`config.mk`:
```
export PLATFORM = sky130hd
export DESIGN_NAME = aq_axi_lite_local_bridge
export DESIGN_NICKNAME = d
export VERILOG_FILES = /design/src/rtl/aq_axi_lite_local_bridge.sv
export SDC_FILE = /design/constraint.sdc
export NUM_CORES = 1
export LEC_CHECK = 0
export BUFFER_PORTS_ARGS = -buffer_cell sky130_fd_sc_hd__buf_2
export CAP_MARGIN = 20
export CORE_AREA = 5 5 111 113
export CTS_BUF_LIST = sky130_fd_sc_hd__clkbuf_16
export DETAILED_ROUTE_END_ITERATION = 10
export DIE_AREA = 0 0 116 118
export PLACE_DENSITY = 0.83
export SETUP_SLACK_MARGIN = 0.15
export SYNTH_ARGS = -nofsm -noshare
export SYNTH_HDL_FRONTEND = slang
export SYNTH_SLANG_ARGS = --single-unit
```
`constraint.sdc`:
```
create_clock -name AQ_LOCAL_CLK -period 5.2 [get_ports AQ_LOCAL_CLK]
set_input_delay 0 -clock AQ_LOCAL_CLK [delete_from_list [all_inputs] [get_ports AQ_LOCAL_CLK]]
set_output_delay 0 -clock AQ_LOCAL_CLK [all_outputs]
set_load 0.01 [all_outputs]
```
`src/rtl/aq_axi_lite_local_bridge.sv`:
```
// ---------------------------------------------------------------------------
// aq_axi_lite_local_bridge
//
// Purpose:
//   AXI4-Lite slave that turns each CPU register access into exactly one
//   AQ_LOCAL bus transaction. Only one access is in flight at a time. A
//   timeout guard ends the access with SLVERR when the local slave never
//   acknowledges.
//
// Parameters:
//   TIMEOUT : AQ_LOCAL_CLK cycles to wait for AQ_LOCAL_ACK (2..65535)
//   TMO_W   : timeout counter width, 2**TMO_W > TIMEOUT
//
// Ports:
//   AQ_LOCAL_CLK, RST       : single clock, asynchronous active-high reset
//   S_AXI_AW*/W*/B*         : AXI4-Lite write address / data / response
//   S_AXI_AR*/R*            : AXI4-Lite read address / data
//   AQ_LOCAL_CS/RNW/ADDR/BE/WDATA : registered request towards the slave
//   AQ_LOCAL_ACK/RDATA      : slave acknowledge and read data (ACK cycle)
// ---------------------------------------------------------------------------
module aq_axi_lite_local_bridge #(
  parameter int TIMEOUT = 256,
  parameter int TMO_W   = 16
) (
  input  logic        AQ_LOCAL_CLK,
  input  logic        RST,

  input  logic [31:0] S_AXI_AWADDR,
  input  logic        S_AXI_AWVALID,
  output logic        S_AXI_AWREADY,
  input  logic [31:0] S_AXI_WDATA,
  input  logic [3:0]  S_AXI_WSTRB,
  input  logic        S_AXI_WVALID,
  output logic        S_AXI_WREADY,
  output logic [1:0]  S_AXI_BRESP,
  output logic        S_AXI_BVALID,
  input  logic        S_AXI_BREADY,

  input  logic [31:0] S_AXI_ARADDR,
  input  logic        S_AXI_ARVALID,
  output logic        S_AXI_ARREADY,
  output logic [31:0] S_AXI_RDATA,
  output logic [1:0]  S_AXI_RRESP,
  output logic        S_AXI_RVALID,
  input  logic        S_AXI_RREADY,

  output logic        AQ_LOCAL_CS,
  output logic        AQ_LOCAL_RNW,
  output logic [31:0] AQ_LOCAL_ADDR,
  output logic [3:0]  AQ_LOCAL_BE,
  output logic [31:0] AQ_LOCAL_WDATA,
  input  logic        AQ_LOCAL_ACK,
  input  logic [31:0] AQ_LOCAL_RDATA
);

  localparam logic [1:0]       RESP_OKAY   = 2'b00;
  localparam logic [1:0]       RESP_SLVERR = 2'b10;
  localparam logic [TMO_W-1:0] TMO_LAST    = TMO_W'(TIMEOUT - 1);

  typedef enum logic [2:0] {
    IDLE  = 3'd0,
    WREQ  = 3'd1,
    WRESP = 3'd2,
    RREQ  = 3'd3,
    RRESP = 3'd4
  } state_t;

  state_t            state_q;
  logic [TMO_W-1:0]  tmo_cnt_q;
  logic              cs_q;
  logic              rnw_q;
  logic [31:0]       addr_q;
  logic [3:0]        be_q;
  logic [31:0]       wdata_q;
  logic              bvalid_q;
  logic [1:0]        bresp_q;
  logic              rvalid_q;
  logic [1:0]        rresp_q;
  logic [31:0]       rdata_q;

  logic              aw_hs;
  logic              ar_hs;

  // AW and W are only taken as a pair; a pending write blocks the read.
  assign aw_hs = (state_q == IDLE) && S_AXI_AWVALID && S_AXI_WVALID;
  assign ar_hs = (state_q == IDLE) && S_AXI_ARVALID &&
                 !(S_AXI_AWVALID && S_AXI_WVALID);

  assign S_AXI_AWREADY = aw_hs;
  assign S_AXI_WREADY  = aw_hs;
  assign S_AXI_ARREADY = ar_hs;

  always_ff @(posedge AQ_LOCAL_CLK or posedge RST) begin
    if (RST) begin
      state_q   <= IDLE;
      tmo_cnt_q <= '0;
      cs_q      <= 1'b0;
      rnw_q     <= 1'b0;
      addr_q    <= '0;
      be_q      <= '0;
      wdata_q   <= '0;
      bvalid_q  <= 1'b0;
      bresp_q   <= RESP_OKAY;
      rvalid_q  <= 1'b0;
      rresp_q   <= RESP_OKAY;
      rdata_q   <= '0;
    end else begin
      case (state_q)
        IDLE: begin
          if (aw_hs) begin
            addr_q    <= S_AXI_AWADDR;
            wdata_q   <= S_AXI_WDATA;
            be_q      <= S_AXI_WSTRB;
            rnw_q     <= 1'b0;
            cs_q      <= 1'b1;
            tmo_cnt_q <= '0;
            state_q   <= WREQ;
          end else if (ar_hs) begin
            addr_q    <= S_AXI_ARADDR;
            be_q      <= 4'hF;
            rnw_q     <= 1'b1;
            cs_q      <= 1'b1;
            tmo_cnt_q <= '0;
            state_q   <= RREQ;
          end
        end

        WREQ: begin
          // ACK on the terminal count still wins and yields OKAY.
          if (AQ_LOCAL_ACK) begin
            cs_q     <= 1'b0;
            bresp_q  <= RESP_OKAY;
            bvalid_q <= 1'b1;
            state_q  <= WRESP;
          end else if (tmo_cnt_q == TMO_LAST) begin
            cs_q     <= 1'b0;
            bresp_q  <= RESP_SLVERR;
            bvalid_q <= 1'b1;
            state_q  <= WRESP;
          end else begin
            tmo_cnt_q <= tmo_cnt_q + TMO_W'(1);
          end
        end

        RREQ: begin
          if (AQ_LOCAL_ACK) begin
            cs_q     <= 1'b0;
            rdata_q  <= AQ_LOCAL_RDATA;
            rresp_q  <= RESP_OKAY;
            rvalid_q <= 1'b1;
            state_q  <= RRESP;
          end else if (tmo_cnt_q == TMO_LAST) begin
            cs_q     <= 1'b0;
            rdata_q  <= '0;
            rresp_q  <= RESP_SLVERR;
            rvalid_q <= 1'b1;
            state_q  <= RRESP;
          end else begin
            tmo_cnt_q <= tmo_cnt_q + TMO_W'(1);
          end
        end

        // ACK is deliberately ignored here: a registered slave raises one
        // more ACK because CS was still high in its ACK cycle.
        WRESP: begin
          if (S_AXI_BREADY) begin
            bvalid_q <= 1'b0;
            state_q  <= IDLE;
          end
        end

        RRESP: begin
          if (S_AXI_RREADY) begin
            rvalid_q <= 1'b0;
            state_q  <= IDLE;
          end
        end

        default: begin
          cs_q     <= 1'b0;
          bvalid_q <= 1'b0;
          rvalid_q <= 1'b0;
          state_q  <= IDLE;
        end
      endcase
    end
  end

  assign S_AXI_BVALID   = bvalid_q;
  assign S_AXI_BRESP    = bresp_q;
  assign S_AXI_RVALID   = rvalid_q;
  assign S_AXI_RRESP    = rresp_q;
  assign S_AXI_RDATA    = rdata_q;
  assign AQ_LOCAL_CS    = cs_q;
  assign AQ_LOCAL_RNW   = rnw_q;
  assign AQ_LOCAL_ADDR  = addr_q;
  assign AQ_LOCAL_BE    = be_q;
  assign AQ_LOCAL_WDATA = wdata_q;

endmodule
```
==> flow_results.xml, run 1 <==
<?xml version="1.0" encoding="UTF-8"?>
<metrics>
  <group name="clock_network">
    <metric name="cts.root.buffer_cell" unit="">sky130_fd_sc_hd__clkbuf_16</metric>
    <metric name="cts-buffers-inserted" unit="">17</metric>
    <metric name="postCtsSetupRepairBufs" unit="">0</metric>
    <metric name="clk-insertion-delay-late" unit="ps">420</metric>
    <metric name="cts.sink_count" unit="">125</metric>
    <metric name="clock_path_buffers" unit="">2</metric>
    <metric name="cts_htree_levels" unit="">4</metric>
    <metric name="clk_pin_slew_worst_paths" unit="ps">60</metric>
    <metric name="post_cts_resized" unit="">0</metric>
    <metric name="cts_tree" unit="">yes</metric>
  </group>
  <group name="global_route">
    <metric name="first_global_vias" unit="">5999</metric>
    <metric name="pin_count_of_the_biggest_net_entering_global_routing" unit="">81</metric>
    <metric name="globalRoute.totalOverflow" unit="">0</metric>
    <metric name="grt_antenna_before_repair" unit="">2</metric>
    <metric name="grt_use_total" unit="">0.293</metric>
    <metric name="grt_first_pass_wirelength" unit="mm">31.1</metric>
  </group>
  <group name="pwr">
    <metric name="power_density" unit="mW/mm2">554</metric>
    <metric name="fin_total_pwr" unit="mW">4.81</metric>
    <metric name="max-vdd-ir-drop" unit="uV">396</metric>
    <metric name="cellLeakagePower" unit="nW">4.35</metric>
  </group>
  <group name="timing">
    <metric name="finalMaxSlewViolations" unit="">0</metric>
    <metric name="worstMarginPinSlew" unit="ps">1050</metric>
    <metric name="maxSlewHeadroom" unit="">0.297</metric>
    <metric name="timing.final.crit_share" unit="">0.733</metric>
    <metric name="clock-skew-final" unit="ps">11.0</metric>
    <metric name="final.min_clock_period" unit="ps">3810</metric>
    <metric name="holdWs" unit="ps">155</metric>
    <metric name="setup_viol" unit="">0</metric>
    <metric name="fmax" unit="MHz">262</metric>
    <metric name="rsz0062_at_grt" unit="">no</metric>
    <metric name="setup_tns" unit="ps">0</metric>
    <metric name="final.setup.worst_slack" unit="ps">1390</metric>
    <metric name="finalHoldViolations" unit="">0</metric>
  </group>
  <group name="detailed_routing">
    <metric name="drt_wl_total" unit="mm">20.4</metric>
    <metric name="drtAntennaViolNets" unit="">0</metric>
    <metric name="drt_drc" unit="">0</metric>
    <metric name="wl_per_cell" unit="um">19.5</metric>
    <metric name="routed-via-count" unit="">5756</metric>
    <metric name="vias_per_cell" unit="">5.49</metric>
    <metric name="drtIter0Drc" unit="">525</metric>
    <metric name="drt_pass1_iterations" unit="">8</metric>
  </group>
  <group name="final_layout">
    <metric name="layout_common_cells" unit="">sky130_fd_sc_hd__buf_2 (248), sky130_fd_sc_hd__nand2_1 (142), sky130_fd_sc_hd__dlygate4sd3_1 (138)</metric>
    <metric name="fin_util" unit="">0.774</metric>
    <metric name="layout_commonest_cell" unit="">sky130_fd_sc_hd__buf_2</metric>
    <metric name="finalNetCount" unit="">1032</metric>
    <metric name="drive_gt1_frac" unit="">0.326</metric>
    <metric name="layout.cells.non_filler" unit="">1048</metric>
    <metric name="fillers" unit="">659</metric>
    <metric name="design_area" unit="mm2">0.00869</metric>
    <metric name="layout_overhead_on_the_synthesized_area" unit="%">60.5</metric>
  </group>
  <group name="setup_path">
    <metric name="required" unit="ps">5500</metric>
    <metric name="ff2ff_setup_slack" unit="ps">1390</metric>
    <metric name="critical_path_class" unit="">reg -&gt; reg</metric>
    <metric name="cp_data_arrival_time" unit="ps">4110</metric>
    <metric name="worstReg2RegStart" unit="">state_q[0]$_DFFE_PP0P_</metric>
    <metric name="setup.worst_path.end_class" unit="">flop</metric>
    <metric name="worst-r2r-cell-count" unit="">6</metric>
    <metric name="kind_of_start_point_of_the_critical_path" unit="">flop</metric>
    <metric name="timing.rr.end" unit="">AQ_LOCAL_ADDR[17]$_DFFE_PP0P_</metric>
    <metric name="critPathMaxFanout" unit="">57</metric>
  </group>
  <group name="floorplan">
    <metric name="core.rowCount" unit="">39</metric>
    <metric name="pin_count" unit="">251</metric>
    <metric name="die_width" unit="um">116</metric>
    <metric name="die_area" unit="mm2">0.0137</metric>
    <metric name="start_util" unit="">0.482</metric>
    <metric name="chipHeight" unit="um">118</metric>
    <metric name="coreArea" unit="mm2">0.0112</metric>
  </group>
  <group name="synthesis">
    <metric name="synth_top_flop_cell" unit="">sky130_fd_sc_hd__dfrtp_1</metric>
    <metric name="synthArstFlopShare" unit="">1.00</metric>
    <metric name="yosys.cell_types.count" unit="">48</metric>
    <metric name="synth-warning-count" unit="">0</metric>
    <metric name="post_synth_edffs" unit="">0</metric>
    <metric name="postSynthAreaPerCell" unit="um2">10.5</metric>
    <metric name="yosysSeqAreaShare" unit="">0.578</metric>
    <metric name="post_synthesis_cells" unit="">515</metric>
    <metric name="yosys_register_bits" unit="">125</metric>
    <metric name="syn-cell-area" unit="mm2">0.00542</metric>
  </group>
  <group name="placement">
    <metric name="gpl.final_weighted_congestion" unit="">0.832</metric>
    <metric name="placedInstanceArea" unit="mm2">0.00667</metric>
    <metric name="dp_hpwl" unit="mm">11.1</metric>
    <metric name="place_inst" unit="">876</metric>
    <metric name="pre_cts_ws" unit="ps">2060</metric>
    <metric name="port_buffers" unit="">248</metric>
  </group>
  <group name="worst_hold_path">
    <metric name="hp-class" unit="">in -&gt; reg</metric>
    <metric name="hold_path_startpoint" unit="">S_AXI_ARVALID</metric>
    <metric name="whs_path_depth" unit="">5</metric>
    <metric name="worst_hold_path.endpoint" unit="">AQ_LOCAL_CS$_DFFE_PP0P_</metric>
  </group>
  <group name="status">
    <metric name="run_status" unit="">finished clean</metric>
  </group>
  <group name="job">
    <metric name="max_cap_violation_count" unit="">0</metric>
  </group>
</metrics>
## worst max-delay path by stage
stage	startpoint	slack, ps	endpoint	cells past startpoint
floorplan	RST	1870	AQ_LOCAL_ADDR[0]$_DFFE_PP0P_	1
global placement	state_q[0]$_DFFE_PP0P_	2250	AQ_LOCAL_ADDR[6]$_DFFE_PP0P_	5
detailed placement	state_q[0]$_DFFE_PP0P_	2060	AQ_LOCAL_ADDR[16]$_DFFE_PP0P_	5
CTS	state_q[0]$_DFFE_PP0P_	1530	AQ_LOCAL_ADDR[16]$_DFFE_PP0P_	6
global route	state_q[0]$_DFFE_PP0P_	1090	AQ_LOCAL_ADDR[9]$_DFFE_PP0P_	7
finish	state_q[0]$_DFFE_PP0P_	1390	AQ_LOCAL_ADDR[17]$_DFFE_PP0P_	6
## registers in the layout, indices dropped and copies added, names as in the netlist
register / cells
AQ_LOCAL_CS: 1
S_AXI_BVALID: 1
AQ_LOCAL_BE: 4
S_AXI_BRESP: 1
S_AXI_RVALID: 1
S_AXI_RDATA: 32
AQ_LOCAL_RNW: 1
S_AXI_RRESP: 1
tmo_cnt_q: 16
AQ_LOCAL_WDATA: 32
AQ_LOCAL_ADDR: 32
state_q: 3
## where the power goes
part           switching, mW  internal, mW
combinational          0.991         0.907
sequential             0.307          1.39
clock                  0.425         0.792
## repair_timing
action	CTS	global route
endpoints found under the hold margin	150	0
hold buffers	138	0
endpoints found under the setup margin	0	0
## cells by family (layout without fill, tap and decap cells)
kind of cell | after synthesis | count (layout) | share of synthesized area
AOI/OAI and AO/OA | 117 | 117 | 0.149
xor gates and xnor gates | 1 | 1 | 0.00162
adders and majority gates | 1 | 1 | 0.00231
buffers and inverters | 45 | 432 | 0.0439
DFF | 125 | 125 | 0.578
muxes | 34 | 34 | 0.0628
other | 1 | 4 | 0.000692
and+or+nand+nor | 191 | 191 | 0.162
## synthesized netlist by cell type, types with 4 or more instances
| cell type | n | area [um2] |
|---|---|---|
| sky130_fd_sc_hd__a31oi_1 | 19 | 119 |
| sky130_fd_sc_hd__dfrtp_1 | 125 | 3130 |
| sky130_fd_sc_hd__nand4_1 | 5 | 31.3 |
| sky130_fd_sc_hd__buf_4 | 7 | 52.6 |
| sky130_fd_sc_hd__nor3_1 | 6 | 30.0 |
| sky130_fd_sc_hd__a21oi_1 | 8 | 40.0 |
| sky130_fd_sc_hd__inv_1 | 10 | 37.5 |
| sky130_fd_sc_hd__o22a_1 | 4 | 35.0 |
| sky130_fd_sc_hd__and3_1 | 4 | 25.0 |
| sky130_fd_sc_hd__a22o_1 | 32 | 280 |
| sky130_fd_sc_hd__buf_6 | 4 | 45.0 |
| sky130_fd_sc_hd__buf_2 | 9 | 45.0 |
| sky130_fd_sc_hd__nand2_1 | 142 | 533 |
| sky130_fd_sc_hd__nand2b_1 | 5 | 31.3 |
| sky130_fd_sc_hd__o21ai_0 | 24 | 120 |
| sky130_fd_sc_hd__nor2_1 | 7 | 26.3 |
| sky130_fd_sc_hd__clkbuf_1 | 13 | 48.8 |
| sky130_fd_sc_hd__mux2i_1 | 34 | 340 |
| sky130_fd_sc_hd__o21ai_1 | 15 | 75.1 |
| sky130_fd_sc_hd__nand3_1 | 5 | 25.0 |
## critical path: stages, from the launching register on
cell,delay (ps)
sky130_fd_sc_hd__dfrtp_1,510
sky130_fd_sc_hd__nor3_2,300
sky130_fd_sc_hd__nand3_2,620
sky130_fd_sc_hd__inv_2,820
sky130_fd_sc_hd__buf_4,560
sky130_fd_sc_hd__o21ai_0,240
sky130_fd_sc_hd__dlygate4sd3_1,600
## layout make-up
class,count,area (um2),share of cell area
flip-flops and latches,125,3130,0.360
repair buffers,390,2670,0.307
multi-input cells,346,2060,0.237
clock buffers,17,425,0.0489
clock inverters,14,179,0.0206
well taps,143,179,0.0206
inverters,11,43.8,0.00504
diodes,2,5.00,0.000576
## routing by layer
layer	vias to the layer above	global-route usage	share of wire
met3	86	0.0725	0.084
met5	-	0	0
li1	2545	-	-
met4	0	0.168	0.047
met1	2783	0.317	0.35
met2	342	0.511	0.52
Note: power is estimated with default switching activity, not from simulation.
==> run 2, diff against run 1 <==
--- a/config.mk
+++ b/config.mk
@@ -7,11 +7,11 @@
 export LEC_CHECK = 0
 export BUFFER_PORTS_ARGS = -buffer_cell sky130_fd_sc_hd__buf_2
 export CAP_MARGIN = 20
-export CORE_AREA = 5 5 111 113
+export CORE_AREA = 5 5 120 122
 export CTS_BUF_LIST = sky130_fd_sc_hd__clkbuf_16
 export DETAILED_ROUTE_END_ITERATION = 10
-export DIE_AREA = 0 0 116 118
-export PLACE_DENSITY = 0.83
+export DIE_AREA = 0 0 125 127
+export PLACE_DENSITY = 0.75
 export SETUP_SLACK_MARGIN = 0.15
 export SYNTH_ARGS = -nofsm -noshare
 export SYNTH_HDL_FRONTEND = slang
==> constraint.sdc (replaced) <==
create_clock -name AQ_LOCAL_CLK -period 3.2 [get_ports AQ_LOCAL_CLK]
set_input_delay 0 -clock AQ_LOCAL_CLK [delete_from_list [all_inputs] [get_ports AQ_LOCAL_CLK]]
set_output_delay 0 -clock AQ_LOCAL_CLK [all_outputs]
set_load 0.01 [all_outputs]
==> run 2 against run 1 <==
Global-route usage fell by 6.4 points. Sequential share of layout area down 0.43 points. Non-clock buffer count increased by 6. Clock skew down 3.2 ps. Design area rose by 1.2%. Die area grew 16%. Sequential cell count unchanged. Via count decreased by 5.5%. Worst hold slack worse by 15 ps. Combinational power is 58% higher. Critical path type unchanged. Largest cell class unchanged.
==> flow_results.xml, run 2 (synthesis gave the netlist of run 1 again) <==
<?xml version="1.0" encoding="UTF-8"?>
<metrics>
  <group name="status">
    <metric name="run_status" unit="">finished clean</metric>
  </group>
  <group name="worst_hold_path">
    <metric name="hp-class" unit="">in -&gt; reg</metric>
    <metric name="whs_path_depth" unit="">5</metric>
  </group>
  <group name="timing">
    <metric name="fmax" unit="MHz">353</metric>
    <metric name="clock-skew-final" unit="ps">7.78</metric>
    <metric name="finalMaxSlewViolations" unit="">0</metric>
    <metric name="timing.final.crit_share" unit="">0.884</metric>
    <metric name="worstMarginPinSlew" unit="ps">935</metric>
    <metric name="finalHoldViolations" unit="">0</metric>
    <metric name="setup_tns" unit="ps">0</metric>
    <metric name="setup_viol" unit="">0</metric>
    <metric name="maxSlewHeadroom" unit="">0.377</metric>
    <metric name="final.min_clock_period" unit="ps">2830</metric>
    <metric name="rsz0062_at_grt" unit="">no</metric>
    <metric name="final.setup.worst_slack" unit="ps">370</metric>
  </group>
  <group name="pwr">
    <metric name="max-vdd-ir-drop" unit="uV">508</metric>
    <metric name="cellLeakagePower" unit="nW">4.37</metric>
    <metric name="power_density" unit="mW/mm2">883</metric>
  </group>
  <group name="placement">
    <metric name="port_buffers" unit="">248</metric>
    <metric name="dp_hpwl" unit="mm">10.9</metric>
    <metric name="pre_cts_ws" unit="ps">1010</metric>
    <metric name="gpl.final_weighted_congestion" unit="">0.804</metric>
  </group>
  <group name="clock_network">
    <metric name="cts_htree_levels" unit="">4</metric>
    <metric name="cts_tree" unit="">yes</metric>
    <metric name="cts.root.buffer_cell" unit="">sky130_fd_sc_hd__clkbuf_16</metric>
    <metric name="cts.sink_count" unit="">125</metric>
    <metric name="clk_pin_slew_worst_paths" unit="ps">60</metric>
    <metric name="cts-buffers-inserted" unit="">17</metric>
    <metric name="clk-insertion-delay-late" unit="ps">410</metric>
    <metric name="post_cts_resized" unit="">0</metric>
    <metric name="clock_path_buffers" unit="">2</metric>
  </group>
  <group name="floorplan">
    <metric name="core.rowCount" unit="">42</metric>
    <metric name="pin_count" unit="">251</metric>
    <metric name="die_area" unit="mm2">0.0159</metric>
    <metric name="die_width" unit="um">125</metric>
    <metric name="chipHeight" unit="um">127</metric>
    <metric name="start_util" unit="">0.414</metric>
    <metric name="coreArea" unit="mm2">0.0131</metric>
  </group>
  <group name="final_layout">
    <metric name="fillers" unit="">930</metric>
    <metric name="antenna_cells" unit="">0</metric>
    <metric name="layout_overhead_on_the_synthesized_area" unit="%">62.5</metric>
    <metric name="finalNetCount" unit="">1038</metric>
    <metric name="layout.area.seq" unit="mm2">0.00313</metric>
    <metric name="layout_common_cells" unit="">sky130_fd_sc_hd__buf_2 (248), sky130_fd_sc_hd__nand2_1 (142), sky130_fd_sc_hd__dlygate4sd3_1 (138)</metric>
    <metric name="fin_util" unit="">0.672</metric>
    <metric name="drive_gt1_frac" unit="">0.333</metric>
    <metric name="multiInputGateArea" unit="mm2">0.00206</metric>
    <metric name="layout_commonest_cell" unit="">sky130_fd_sc_hd__buf_2</metric>
  </group>
  <group name="setup_path">
    <metric name="critical-path-slowest-cell" unit="">sky130_fd_sc_hd__dlygate4sd3_1</metric>
    <metric name="critPathMaxFanout" unit="">22</metric>
    <metric name="cp_data_arrival_time" unit="ps">3110</metric>
    <metric name="path_cells" unit="">nor3_2 -&gt; and2_2 -&gt; buf_4 -&gt; mux2i_1 -&gt; o21ai_0 -&gt; dlygate4sd3_1</metric>
    <metric name="worst-r2r-cell-count" unit="">6</metric>
    <metric name="setup.worst_path.end_class" unit="">flop</metric>
    <metric name="cpPeakStageDelay" unit="ps">590</metric>
    <metric name="required" unit="ps">3480</metric>
    <metric name="kind_of_start_point_of_the_critical_path" unit="">flop</metric>
    <metric name="critical_path_class" unit="">reg -&gt; reg</metric>
  </group>
  <group name="global_route">
    <metric name="globalRoute.totalOverflow" unit="">0</metric>
    <metric name="first_global_vias" unit="">5782</metric>
    <metric name="grt.met1_usage" unit="">0.264</metric>
    <metric name="globalRouteMet2Util" unit="">0.396</metric>
    <metric name="grt_first_pass_wirelength" unit="mm">29.6</metric>
    <metric name="gr-usage-met3" unit="">0.0605</metric>
    <metric name="global_route_hottest_layer" unit="">met2</metric>
    <metric name="grt_antenna_before_repair" unit="">0</metric>
    <metric name="grt_use_total" unit="">0.229</metric>
    <metric name="pin_count_of_the_biggest_net_entering_global_routing" unit="">75</metric>
  </group>
  <group name="job">
    <metric name="max_cap_violation_count" unit="">0</metric>
  </group>
  <group name="detailed_routing">
    <metric name="drt_wl_total" unit="mm">18.2</metric>
    <metric name="routed-via-count" unit="">5439</metric>
    <metric name="vias_per_cell" unit="">5.01</metric>
    <metric name="drt_drc" unit="">0</metric>
    <metric name="drtAntennaViolNets" unit="">0</metric>
    <metric name="drt_pass1_iterations" unit="">4</metric>
    <metric name="wl_per_cell" unit="um">16.8</metric>
    <metric name="drtIter0Drc" unit="">420</metric>
  </group>
</metrics>
==> run 2: worst paths after layout <==
check,from,to,slack [ps]
min reg2reg,AQ_LOCAL_WDATA[17]$_DFFE_PP0P_,AQ_LOCAL_WDATA[17]$_DFFE_PP0P_,470
max in group asynchronous,RST,AQ_LOCAL_WDATA[29]$_DFFE_PP0P_,2120
max,state_q[0]$_DFFE_PP0P_,AQ_LOCAL_ADDR[20]$_DFFE_PP0P_,370
min,S_AXI_ARVALID,AQ_LOCAL_CS$_DFFE_PP0P_,140
max reg2reg,state_q[0]$_DFFE_PP0P_,AQ_LOCAL_ADDR[20]$_DFFE_PP0P_,370
min in group asynchronous,RST,AQ_LOCAL_ADDR[6]$_DFFE_PP0P_,360
==> run 2: timing repair <==
action	CTS	global route
hold endpoints to repair	230	0
setup buffers	0	0
endpoints found under the setup margin	0	0
hold buffers	138	0
==> run 2: layout make-up <==
| type | count | area share |
|---|---|---|
| Tap cell | 176 | 0.0250 |
| Clock inverter | 15 | 0.0239 |
| Sequential cell | 125 | 0.356 |
| Clock buffer | 17 | 0.0484 |
| Multi-Input combinational cell | 346 | 0.234 |
| Timing Repair Buffer | 396 | 0.308 |
| Inverter | 11 | 0.00512 |
==> run 2: metrics by stage <==
step,cell area [um2],hold WS [ps],cells,power [mW]
global route,8800,173,1086,8.22
detailed placement,6780,193,916,5.18
CTS,8800,120,1086,7.73
finish,8800,140,1086,7.77
global placement,6780,190,916,5.09
floorplan,5420,85.7,516,4.13
==> run 2: critical path, delay by kind of cell, from the launching register on <==
family	cells	cell delay, ps
multiplexers	1	270
flip-flops	1	520
AO/OA/AOI/OAI	1	110
buffers and inverters	2	1030
AND/OR/NAND/NOR	2	760
==> run 2: where the power goes <==
group,switching (mW),internal [mW]
logic,1.52,1.50
clock network,0.743,1.32
registers,0.437,2.25
==> run 2: metal layers <==
metal | vias to the layer above | share of wire
li1 | 2566 | -
met2 | 232 | 0.51
met3 | 52 | 0.066
met4 | 0 | 0.033
met1 | 2589 | 0.39
met5 | - | 0
==> run 3, diff against run 2 <==
--- a/config.mk
+++ b/config.mk
@@ -5,13 +5,14 @@
 export SDC_FILE = /design/constraint.sdc
 export NUM_CORES = 1
 export LEC_CHECK = 0
+export ABC_AREA = 1
 export BUFFER_PORTS_ARGS = -buffer_cell sky130_fd_sc_hd__buf_2
 export CAP_MARGIN = 20
 export CORE_AREA = 5 5 120 122
 export CTS_BUF_LIST = sky130_fd_sc_hd__clkbuf_16
 export DETAILED_ROUTE_END_ITERATION = 10
 export DIE_AREA = 0 0 125 127
-export PLACE_DENSITY = 0.75
+export PLACE_DENSITY_LB_ADDON = 0.2
 export SETUP_SLACK_MARGIN = 0.15
 export SYNTH_ARGS = -nofsm -noshare
 export SYNTH_HDL_FRONTEND = slang
==> run 3 against run 2 <==
First-iteration DRC count is 12% higher. Largest cell class unchanged. Global-route usage is 0.78 points higher. Via count is 9.3% higher. Worst hold slack worse by 66 ps. Critical path type unchanged. Worst setup slack better by 120 ps. Highest routed layer unchanged. Cell count is 14% higher.
==> flow_results.xml, run 3 <==
<?xml version="1.0" encoding="UTF-8"?>
<metrics>
  <group name="placement">
    <metric name="place_inst" unit="">1068</metric>
    <metric name="port_buffers" unit="">248</metric>
    <metric name="placedInstanceArea" unit="mm2">0.00688</metric>
    <metric name="dp_hpwl" unit="mm">11.7</metric>
    <metric name="gpl.final_weighted_congestion" unit="">0.906</metric>
    <metric name="pre_cts_ws" unit="ps">1120</metric>
  </group>
  <group name="floorplan">
    <metric name="chipHeight" unit="um">127</metric>
    <metric name="pin_count" unit="">251</metric>
    <metric name="coreArea" unit="mm2">0.0131</metric>
    <metric name="die_area" unit="mm2">0.0159</metric>
    <metric name="start_util" unit="">0.425</metric>
    <metric name="die_width" unit="um">125</metric>
    <metric name="core.rowCount" unit="">42</metric>
  </group>
  <group name="timing">
    <metric name="finalHoldViolations" unit="">0</metric>
    <metric name="final.setup.worst_slack" unit="ps">485</metric>
    <metric name="holdWs" unit="ps">73.5</metric>
    <metric name="timing.final.crit_share" unit="">0.848</metric>
    <metric name="clock-skew-final" unit="ps">7.86</metric>
    <metric name="worstMarginPinSlew" unit="ps">820</metric>
    <metric name="setup_tns" unit="ps">0</metric>
    <metric name="setup_viol" unit="">0</metric>
    <metric name="final.min_clock_period" unit="ps">2710</metric>
    <metric name="rsz0062_at_grt" unit="">no</metric>
    <metric name="fmax" unit="MHz">368</metric>
    <metric name="maxSlewHeadroom" unit="">0.452</metric>
    <metric name="finalMaxSlewViolations" unit="">0</metric>
  </group>
  <group name="worst_hold_path">
    <metric name="hold_path_startpoint" unit="">S_AXI_BREADY</metric>
    <metric name="hp-class" unit="">in -&gt; reg</metric>
    <metric name="whs_path_depth" unit="">6</metric>
    <metric name="worst_hold_path.endpoint" unit="">S_AXI_BVALID$_DFFE_PP0P_</metric>
  </group>
  <group name="detailed_routing">
    <metric name="drt_drc" unit="">0</metric>
    <metric name="drtIter0Drc" unit="">469</metric>
    <metric name="wl_per_cell" unit="um">15.2</metric>
    <metric name="routed-via-count" unit="">5944</metric>
    <metric name="drt_wl_total" unit="mm">18.8</metric>
    <metric name="drtAntennaViolNets" unit="">0</metric>
    <metric name="drt_pass1_iterations" unit="">5</metric>
    <metric name="vias_per_cell" unit="">4.81</metric>
  </group>
  <group name="job">
    <metric name="max_cap_violation_count" unit="">0</metric>
  </group>
  <group name="status">
    <metric name="run_status" unit="">finished clean</metric>
  </group>
  <group name="synthesis">
    <metric name="synth_simple_gate_area_share" unit="">0.307</metric>
    <metric name="synthAdderAreaFrac" unit="">0.00225</metric>
    <metric name="yosysTopAreaCellShare" unit="">0.563</metric>
    <metric name="yosysSeqAreaShare" unit="">0.563</metric>
    <metric name="synthMostInstantiatedCell" unit="">sky130_fd_sc_hd__nand2_1</metric>
    <metric name="postSynthAreaPerCell" unit="um2">8.27</metric>
    <metric name="post_synth_main_area_contributors" unit="">sky130_fd_sc_hd__dfrtp_1 (56%), sky130_fd_sc_hd__nand2_1 (20%), sky130_fd_sc_hd__nand3_1 (4.9%)</metric>
    <metric name="synthArstFlopShare" unit="">1.00</metric>
    <metric name="synth_compound_gate_area_share" unit="">0.0621</metric>
    <metric name="synthXorXnorAreaFrac" unit="">0.00788</metric>
    <metric name="ys_top_cells_by_count" unit="">sky130_fd_sc_hd__nand2_1 (289), sky130_fd_sc_hd__dfrtp_1 (125), sky130_fd_sc_hd__nor2_1 (61)</metric>
    <metric name="post_synth_edffs" unit="">0</metric>
    <metric name="synth.mux.area_fraction" unit="">0</metric>
    <metric name="post_synthesis_cells" unit="">672</metric>
    <metric name="yosys.cell_types.count" unit="">28</metric>
    <metric name="synth-warning-count" unit="">0</metric>
    <metric name="synth_top_cell_by_area" unit="">sky130_fd_sc_hd__dfrtp_1</metric>
    <metric name="yosys_register_bits" unit="">125</metric>
    <metric name="largest_family_of_logic_cells_by_synthesized_area" unit="">simple AND/OR/NAND/NOR gates</metric>
    <metric name="syn-cell-area" unit="mm2">0.00556</metric>
    <metric name="synth_top_flop_cell" unit="">sky130_fd_sc_hd__dfrtp_1</metric>
  </group>
  <group name="final_layout">
    <metric name="layout_commonest_cell" unit="">sky130_fd_sc_hd__nand2_1</metric>
    <metric name="layout_common_cells" unit="">sky130_fd_sc_hd__nand2_1 (289), sky130_fd_sc_hd__buf_2 (248), sky130_fd_sc_hd__dlygate4sd3_1 (135)</metric>
    <metric name="drive_gt1_frac" unit="">0.283</metric>
    <metric name="finalNetCount" unit="">1187</metric>
    <metric name="layout_overhead_on_the_synthesized_area" unit="%">58.6</metric>
    <metric name="layout.cells.non_filler" unit="">1236</metric>
    <metric name="design_area" unit="mm2">0.00881</metric>
    <metric name="fin_util" unit="">0.673</metric>
    <metric name="fillers" unit="">1061</metric>
  </group>
  <group name="setup_path">
    <metric name="critical_path_class" unit="">reg -&gt; reg</metric>
    <metric name="setup.worst_path.end_class" unit="">flop</metric>
    <metric name="ff2ff_setup_slack" unit="ps">490</metric>
    <metric name="required" unit="ps">3550</metric>
    <metric name="cpPeakStageDelay" unit="ps">580</metric>
    <metric name="cp_data_arrival_time" unit="ps">3060</metric>
    <metric name="timing.rr.end" unit="">AQ_LOCAL_ADDR[8]$_DFFE_PP0P_</metric>
    <metric name="worstReg2RegStart" unit="">state_q[1]$_DFFE_PP0P_</metric>
    <metric name="critical-path-slowest-cell" unit="">sky130_fd_sc_hd__dlygate4sd3_1</metric>
    <metric name="cp_num_buf_inv" unit="">3</metric>
    <metric name="worst-r2r-cell-count" unit="">9</metric>
    <metric name="critPathMaxFanout" unit="">26</metric>
    <metric name="path_cells" unit="">nor2_4 -&gt; nand2_2 -&gt; nor2_4 -&gt; inv_2 -&gt; nand2_2 -&gt; buf_4 -&gt; nor2_1 -&gt; a31oi_1 -&gt; dlygate4sd3_1</metric>
    <metric name="timing.critical_path.max_delay_family" unit="">buffers and inverters</metric>
    <metric name="kind_of_start_point_of_the_critical_path" unit="">flop</metric>
  </group>
  <group name="pwr">
    <metric name="fin_total_pwr" unit="mW">7.60</metric>
    <metric name="max-vdd-ir-drop" unit="uV">464</metric>
    <metric name="swShare" unit="">0.367</metric>
    <metric name="power.combinational.fraction" unit="">0.405</metric>
    <metric name="clock_power_share" unit="">0.251</metric>
    <metric name="cellLeakagePower" unit="nW">4.62</metric>
    <metric name="power_report.internal_total" unit="mW">4.81</metric>
    <metric name="power_density" unit="mW/mm2">863</metric>
    <metric name="seqPwrFrac" unit="">0.344</metric>
    <metric name="switching_power" unit="mW">2.79</metric>
  </group>
  <group name="clock_network">
    <metric name="cts_htree_levels" unit="">4</metric>
    <metric name="cts_tree" unit="">yes</metric>
    <metric name="postCtsSetupRepairBufs" unit="">0</metric>
    <metric name="clk-insertion-delay-late" unit="ps">410</metric>
    <metric name="clk_pin_slew_worst_paths" unit="ps">60</metric>
    <metric name="cts.root.buffer_cell" unit="">sky130_fd_sc_hd__clkbuf_16</metric>
    <metric name="cts-buffers-inserted" unit="">17</metric>
    <metric name="cts.sink_count" unit="">125</metric>
    <metric name="clock_path_buffers" unit="">2</metric>
    <metric name="post_cts_resized" unit="">0</metric>
  </group>
  <group name="global_route">
    <metric name="first_global_vias" unit="">5998</metric>
    <metric name="grt_antenna_before_repair" unit="">1</metric>
    <metric name="pin_count_of_the_biggest_net_entering_global_routing" unit="">70</metric>
    <metric name="grt_use_total" unit="">0.237</metric>
    <metric name="grt_first_pass_wirelength" unit="mm">30.4</metric>
    <metric name="globalRoute.totalOverflow" unit="">0</metric>
  </group>
</metrics>
[run 3: cell type report]
cell class | count | area [um2] | area share
Inverter | 23 | 90.1 | 0.0102
Clock inverter | 15 | 156 | 0.0177
Antenna cell | 1 | 2.50 | 0.000284
Clock buffer | 17 | 425 | 0.0483
Sequential cell | 125 | 3130 | 0.355
Timing Repair Buffer | 392 | 2670 | 0.303
Multi-Input combinational cell | 487 | 2120 | 0.240
Tap cell | 176 | 220 | 0.0250
[run 3: logic make-up after synthesis]
logic type | Yosys count
other | 1
XOR/XNOR | 5
buffers and inverters | 61
AND/OR/NAND/NOR | 421
flip-flops | 125
AO/OA/AOI/OAI | 58
adder cells (fa/ha/maj) | 1
[run 3: worst max-delay path by stage]
stage,startpoint,endpoint,slack [ps],depth (start not counted)
2_1_floorplan,RST,AQ_LOCAL_ADDR[0]$_DFFE_PP0P_,1660,1
3_3_place_gp,state_q[1]$_DFFE_PP0P_,AQ_LOCAL_ADDR[4]$_DFFE_PP0P_,1190,8
3_5_place_dp,state_q[1]$_DFFE_PP0P_,AQ_LOCAL_ADDR[5]$_DFFE_PP0P_,1120,8
4_1_cts,state_q[1]$_DFFE_PP0P_,AQ_LOCAL_ADDR[5]$_DFFE_PP0P_,580,9
5_1_grt,state_q[1]$_DFFE_PP0P_,AQ_LOCAL_ADDR[30]$_DFFE_PP0P_,300,9
6_report,state_q[1]$_DFFE_PP0P_,AQ_LOCAL_ADDR[8]$_DFFE_PP0P_,490,9
[run 3: repair_timing]
action                                  4_1_cts  5_1_grt
endpoints found under the setup margin        0        0
hold endpoints to repair                    136        0
hold buffers                                135        0
[run 3: per-layer routing]
layer	global-route usage	part of all wire
met1	0.285	0.40
met2	0.405	0.50
met3	0.0618	0.072
met4	0.0976	0.029
met5	0	0
[run 3: power by group through the flow]
stage / Clock [mW] / Combinational (mW) / Sequential (mW)
floorplan: 0 / 1.24 / 2.90
global placement: 0 / 2.50 / 2.61
detailed placement: 0 / 2.55 / 2.61
CTS: 1.94 / 3.04 / 2.60
global route: 2.00 / 3.38 / 2.70
finish: 1.90 / 3.08 / 2.62
[run 3: worst min-delay path: cells and delay by family]
kind	cells	cell delay, ps
buffers and inverters	2	120
and+or+nand+nor	4	330
